**src/rtl/wb_pkg.sv**
```systemverilog
// Shared widths, default depth and the buffered write-back entry record.
package wb_pkg;

  localparam int unsigned ADDR_W   = 5;
  localparam int unsigned DATA_W   = 32;
  localparam int unsigned WB_DEPTH = 4;

  typedef struct packed {
    logic [ADDR_W-1:0] waddr;
    logic [DATA_W-1:0] wdata;
  } wb_entry_t;

endpackage

```
**src/rtl/wb_lookup.sv**
```systemverilog
// Youngest-match search over the stored write-back entries for operand forwarding.
module wb_lookup
  import wb_pkg::*;
#(
  parameter  int unsigned DEPTH = WB_DEPTH,
  localparam int unsigned PW    = $clog2(DEPTH)
) (
  input  wb_entry_t         entries [DEPTH],
  input  logic [DEPTH-1:0]  valid,
  input  logic [PW-1:0]     head,
  input  logic [ADDR_W-1:0] addr,
  output logic              hit,
  output logic [DATA_W-1:0] data
);

  logic [PW-1:0] idx;

  // Walk slots oldest to youngest so the last match wins; r0 never matches.
  always_comb begin
    hit  = 1'b0;
    data = '0;
    idx  = '0;
    for (int unsigned k = 0; k < DEPTH; k++) begin
      idx = head + PW'(k);
      if (valid[idx] && (entries[idx].waddr == addr) && (addr != '0)) begin
        hit  = 1'b1;
        data = entries[idx].wdata;
      end
    end
  end

endmodule

```
**src/rtl/wb_queue.sv**
```systemverilog
// Write-back queue: merges load and ALU write requests into an in-order buffer
// that drains to the register file write port, with pending-write lookup.
module wb_queue
  import wb_pkg::*;
#(
  parameter  int unsigned DEPTH = WB_DEPTH,
  localparam int unsigned PW    = $clog2(DEPTH),
  localparam int unsigned CW    = $clog2(DEPTH) + 1
) (
  input  logic              clk,
  input  logic              rst,
  input  logic              ld_valid,
  input  logic [ADDR_W-1:0] ld_waddr,
  input  logic [DATA_W-1:0] ld_wdata,
  output logic              ld_ready,
  input  logic              alu_valid,
  input  logic [ADDR_W-1:0] alu_waddr,
  input  logic [DATA_W-1:0] alu_wdata,
  output logic              alu_ready,
  input  logic              hold,
  output logic              we,
  output logic [ADDR_W-1:0] waddr,
  output logic [DATA_W-1:0] wdata,
  input  logic [ADDR_W-1:0] lk_addr,
  output logic              lk_hit,
  output logic [DATA_W-1:0] lk_data,
  output logic              full,
  output logic              empty,
  output logic [CW-1:0]     count
);

  wb_entry_t        mem [DEPTH];
  logic [PW-1:0]    rd_ptr;
  logic [PW-1:0]    wr_ptr;
  logic [CW-1:0]    count_q;
  logic [CW:0]      free;
  logic             deq;
  logic             ld_zero;
  logic             alu_zero;
  logic             ld_en;
  logic             alu_en;
  logic [DEPTH-1:0] vmask;
  logic [PW-1:0]    off;
  wb_entry_t        ld_entry;
  wb_entry_t        alu_entry;

  assign count    = count_q;
  assign empty    = (count_q == '0);
  assign full     = (count_q == CW'(DEPTH));
  assign ld_zero  = (ld_waddr == '0);
  assign alu_zero = (alu_waddr == '0);
  assign ld_entry  = '{waddr: ld_waddr, wdata: ld_wdata};
  assign alu_entry = '{waddr: alu_waddr, wdata: alu_wdata};

  // Drain whenever something is buffered and the consumer is not stalling us.
  always_comb begin
    deq   = !empty && !hold;
    we    = deq;
    waddr = deq ? mem[rd_ptr].waddr : '0;
    wdata = deq ? mem[rd_ptr].wdata : '0;
  end

  // Free slots count the one being drained this cycle; r0 writes are always
  // accepted since they are dropped, and the load takes priority for one slot.
  always_comb begin
    free      = (CW+1)'(DEPTH) - {1'b0, count_q} + (CW+1)'(deq);
    ld_ready  = ld_zero || (free >= (CW+1)'(1));
    alu_ready = alu_zero
             || (free >= (CW+1)'(2))
             || ((free >= (CW+1)'(1)) && (!ld_valid || ld_zero));
    ld_en     = ld_valid  && ld_ready  && !ld_zero;
    alu_en    = alu_valid && alu_ready && !alu_zero;
  end

  // Slot i holds a live entry when its distance from the head is below count.
  always_comb begin
    vmask = '0;
    off   = '0;
    for (int unsigned i = 0; i < DEPTH; i++) begin
      off      = PW'(i) - rd_ptr;
      vmask[i] = (CW'(off) < count_q);
    end
  end

  // Entry storage carries no reset; liveness comes only from pointers and count.
  always_ff @(posedge clk) begin
    if (ld_en)  mem[wr_ptr] <= ld_entry;
    if (alu_en) mem[wr_ptr + PW'(ld_en)] <= alu_entry;
  end

  // Pointer and occupancy bookkeeping; the load lands first so the ALU entry is younger.
  always_ff @(posedge clk or negedge rst) begin
    if (!rst) begin
      rd_ptr  <= '0;
      wr_ptr  <= '0;
      count_q <= '0;
    end else begin
      wr_ptr  <= wr_ptr + PW'(ld_en) + PW'(alu_en);
      rd_ptr  <= rd_ptr + PW'(deq);
      count_q <= count_q + CW'(ld_en) + CW'(alu_en) - CW'(deq);
    end
  end

  wb_lookup #(.DEPTH(DEPTH)) u_lookup (
    .entries (mem),
    .valid   (vmask),
    .head    (rd_ptr),
    .addr    (lk_addr),
    .hit     (lk_hit),
    .data    (lk_data)
  );

endmodule

```
**config.mk**
```make
export PLATFORM = sky130hd
export DESIGN_NAME = wb_queue
export DESIGN_NICKNAME = d
export VERILOG_FILES = /design/src/rtl/wb_pkg.sv /design/src/rtl/wb_lookup.sv /design/src/rtl/wb_queue.sv
export SDC_FILE = /design/constraint.sdc
export NUM_CORES = 1
export LEC_CHECK = 0
export CELL_PAD_IN_SITES_DETAIL_PLACEMENT = 1
export CELL_PAD_IN_SITES_GLOBAL_PLACEMENT = 1
export CORE_ASPECT_RATIO = 0.9
export CORE_UTILIZATION = 47
export DETAILED_ROUTE_END_ITERATION = 16
export HOLD_SLACK_MARGIN = 0.12
export PLACE_DENSITY_LB_ADDON = 0.1
export REMOVE_ABC_BUFFERS = 1
export SETUP_SLACK_MARGIN = 0.02
export SLEW_MARGIN = 20
export SYNTH_ARGS = -nofsm -noshare
export SYNTH_HDL_FRONTEND = slang
export SYNTH_SLANG_ARGS = --single-unit
export TNS_END_PERCENT = 1
```
**constraint.sdc**
```tcl
create_clock -name clk -period 11.2 [get_ports clk]
set_input_delay 3.36 -clock clk [delete_from_list [all_inputs] [get_ports clk]]
set_output_delay 3.36 -clock clk [all_outputs]
set_load 0.005 [all_outputs]
```
==> flow_metrics.tcl <==
set metrics [dict create \
    status "completed" \
    crit_type "primary input to output port" \
    leakagePower_nw 5.14 \
    synth.most_common_cell "mux2i_1" \
    die_h_um 158 \
    cts_max_path_buffers 2 \
    rsz0062_at_grt "false" \
    cts.sinks 155 \
    grt_pass1_vias 12400 \
    synth_cell_types 54 \
    tightestPinTransition_ns 1.04 \
    wl_mm 44.9 \
    end_kind "output port" \
    avgViaCountPerCell 6.62 \
    drc 0 \
    nets 1616 \
    synthMuxAreaShare_pct 28.4 \
    critPathMaxFanout 36 \
    yosysTopAreaCellShare_pct 23.3 \
    root_buffer "clkbuf_16" \
    hold_class "flop to flop" \
    synth-xor-area-share_pct 1.65 \
    fmax_mhz 94.5 \
    cts_tree "done" \
    syn_area_per_cell_um2 8.68 \
    synth_flop_cell "dfxtp_1" \
    rows 56 \
    synthSimpleGateAreaFrac_pct 15.5 \
    relSlewSlack_pct 30.7 \
    yosys-top-cells-area "dfxtp_1 (23%), mux2i_1 (16%), mux4_2 (12%)" \
    die_area_um2 27700 \
    multi_input_area_um2 8820 \
    firstDrtPassIters 5 \
    synth.cell_area_um2 12700 \
    gr-total-overflow 0 \
    synthArstFlopShare_pct 4.52 \
    wl_per_cell_um 23.9 \
    drive_gt1_share_pct 12.7 \
    ant_nets 0 \
    holdPathStages 2 \
    whs_ns 0.560 \
    synth_edf_count 0 \
    fin_crit_ns 10.59 \
    synth_top_cell_by_area "dfxtp_1" \
    fillCellCount 3019 \
    postCtsHoldBufs 0 \
    start_kind "primary input" \
    cts_setup_buffers 0 \
    cp.required_ns 7.84 \
    yosysSeqAreaShare_pct 24.7 \
    hold_viol 0 \
    vias 12400 \
    grt_pass1_wl_mm 71.0 \
    maxSlewViolCount 0 \
    fin_skew_ns 0.0128 \
    setup-violations-final 0 \
    ir_drop_mv 0.158 \
    gp_congestion 0.801 \
    initial_core_util_pct 48.3 \
    worstPathArrival_ns 7.23 \
    track_usage_pct 32.8 \
    yosys_warnings 0 \
    syn2layout_area_growth_pct 17.9 \
    ff2ff_path_depth 13 \
    maxCapViolations 0 \
    synthCells 1464 \
    worstSkewPairLatency_ns 0.44 \
    dp_hpwl_mm 27.7 \
    htreeDepth 4 \
    io_buffer_count 161 \
    clk_pin_slew_ns 0.07 \
    period_share_pct 94.5 \
    ys_top_cells_by_count "mux2i_1 (204), o21ai_0 (174), nand2_1 (158), dfxtp_1 (148), clkbuf_1 (99)" \
    placed_cells 1848 \
    p_per_area_nw_per_um2 349 \
    seq_area_um2 3150 \
    first_iter_violations 841 \
    cts-resized-gates 0 \
    cts_buffers 17 \
    coreArea_um2 26300 \
    instances_no_fill 1880 \
    pin_count 162 \
    synth_top_family_by_area "multiplexers" \
    synth_fa_ha_area_share_pct 1.40 \
    synth_compound_area_share_pct 21.7 \
    ys_seq_elements 155 \
    antenna_found_initial 0 \
    grt_max_degree 80 \
    die_w_um 175 \
]
per-stage QoR:
| stage | total power, mW | worst slack [ns] | utilization (%) | cell area [µm²] | setup TNS (ns) |
|---|---|---|---|---|---|
| floorplan | 3.58 | -1.84 | - | 12000 | -58.02 |
| global placement | 4.44 | 0.856 | 54.8 | 14400 | 0 |
| detailed placement | 4.58 | 0.686 | 54.8 | 14400 | 0 |
| CTS | 5.21 | 0.672 | 57.0 | 15000 | 0 |
| global route | 5.58 | 0.424 | 57.0 | 15000 | 0 |
| finish | 5.23 | 0.612 | 57.0 | 15000 | 0 |
critical path, cell delays in order:
cell and delay, ns:
clkdlybuf4s50_1 0.58, nor4_1 0.65, nor3_1 0.18, o221ai_4 0.36, buf_4 0.29, nor2_4 0.13, buf_4 0.34, a221oi_1 0.39
o2111ai_2 0.17, a21oi_2 0.21, clkdlybuf4s50_1 0.52
worst paths after layout:
check,from,slack (ns),to
worst max-delay path,lk_addr[2],0.61,lk_data[16]
worst min-delay path,mem[72]$_DFF_P_,0.56,mem[72]$_DFF_P_
worst max register to register,count[2]$_DFF_PN0_,6.74,mem[100]$_DFF_P_
worst min register to register,mem[72]$_DFF_P_,0.56,mem[72]$_DFF_P_
max in group asynchronous,rst,7.74,rd_ptr[1]$_DFF_PN0_
min in group asynchronous,rst,3.17,wr_ptr[1]$_DFF_PN0_
power breakdown:
group | internal (mW) | switching [mW] | leakage, nW
logic | 1.50 | 1.84 | 3.55
clock network | 0.340 | 0.254 | 0.273
registers | 0.864 | 0.433 | 1.33
total | 2.71 | 2.52 | 5.14
logic make-up (layout without fill, tap and decap cells):
family | count (synthesis) | count (layout)
DFF | 155 | 155
AOI/OAI and AO/OA | 393 | 393
other | 0 | 1
adders and majority gates | 13 | 13
buffers and inverters | 196 | 263
muxes | 275 | 275
xor gates and xnor gates | 24 | 24
and+or+nand+nor | 408 | 408
state kept, by name, summed over array words and instances (netlist names):
register and cells:
wr_ptr 2, rd_ptr 2, mem 148, count 3
final cells by class:
type                       count  share of cell area [%]
inverter                      43                    1.08
tap                          348                    2.91
clock inverter                 9                   0.760
antenna                        1                  0.0167
clock buffer                  22                    3.10
sequential                   155                    21.0
timing repair buffer         189                    12.2
multi-input combinational   1113                    58.9
layout by cell type, fill, tap and decap left out, types with 3 or more instances in the layout:
| cell type | synthesis | final |
|---|---|---|
| or3_1 | 64 | 64 |
| o41ai_1 | 9 | 9 |
| dfxtp_1 | 148 | 148 |
| clkdlybuf4s50_1 | 0 | 161 |
| xnor2_1 | 18 | 18 |
| a221oi_1 | 31 | 31 |
| o2111ai_1 | 11 | 11 |
| clkinvlp_4 | 0 | 3 |
| mux2i_1 | 204 | 204 |
| a21oi_1 | 30 | 30 |
| xor2_1 | 6 | 6 |
| nand2b_1 | 4 | 4 |
| clkbuf_16 | 0 | 17 |
| nor2b_1 | 33 | 33 |
| dfrtp_1 | 7 | 5 |
| nor2_4 | 0 | 4 |
| a21oi_2 | 20 | 20 |
| o2111ai_2 | 20 | 20 |
| clkbuf_1 | 99 | 3 |
| nor3_1 | 15 | 13 |
| o21ai_0 | 174 | 174 |
| buf_4 | 1 | 27 |
| nor2_1 | 73 | 72 |
| nand2_1 | 158 | 157 |
| a211oi_1 | 66 | 66 |
| ha_1 | 11 | 11 |
| mux2_2 | 3 | 3 |
| nor4_1 | 33 | 33 |
| and2_1 | 8 | 8 |
| mux4_2 | 68 | 68 |
| inv_1 | 41 | 41 |
| and3_1 | 4 | 3 |
| o311a_1 | 22 | 22 |
| nor3_2 | 3 | 4 |
per-layer routing:
metal,share of wire [%],global-route usage (%),vias up
met2,48,54.4,447
met3,5.7,4.68,87
met5,0,0,-
li1,-,-,5617
met1,44,43.9,6289
met4,2.5,11.1,0
Note: power is estimated with default switching activity, not from simulation.
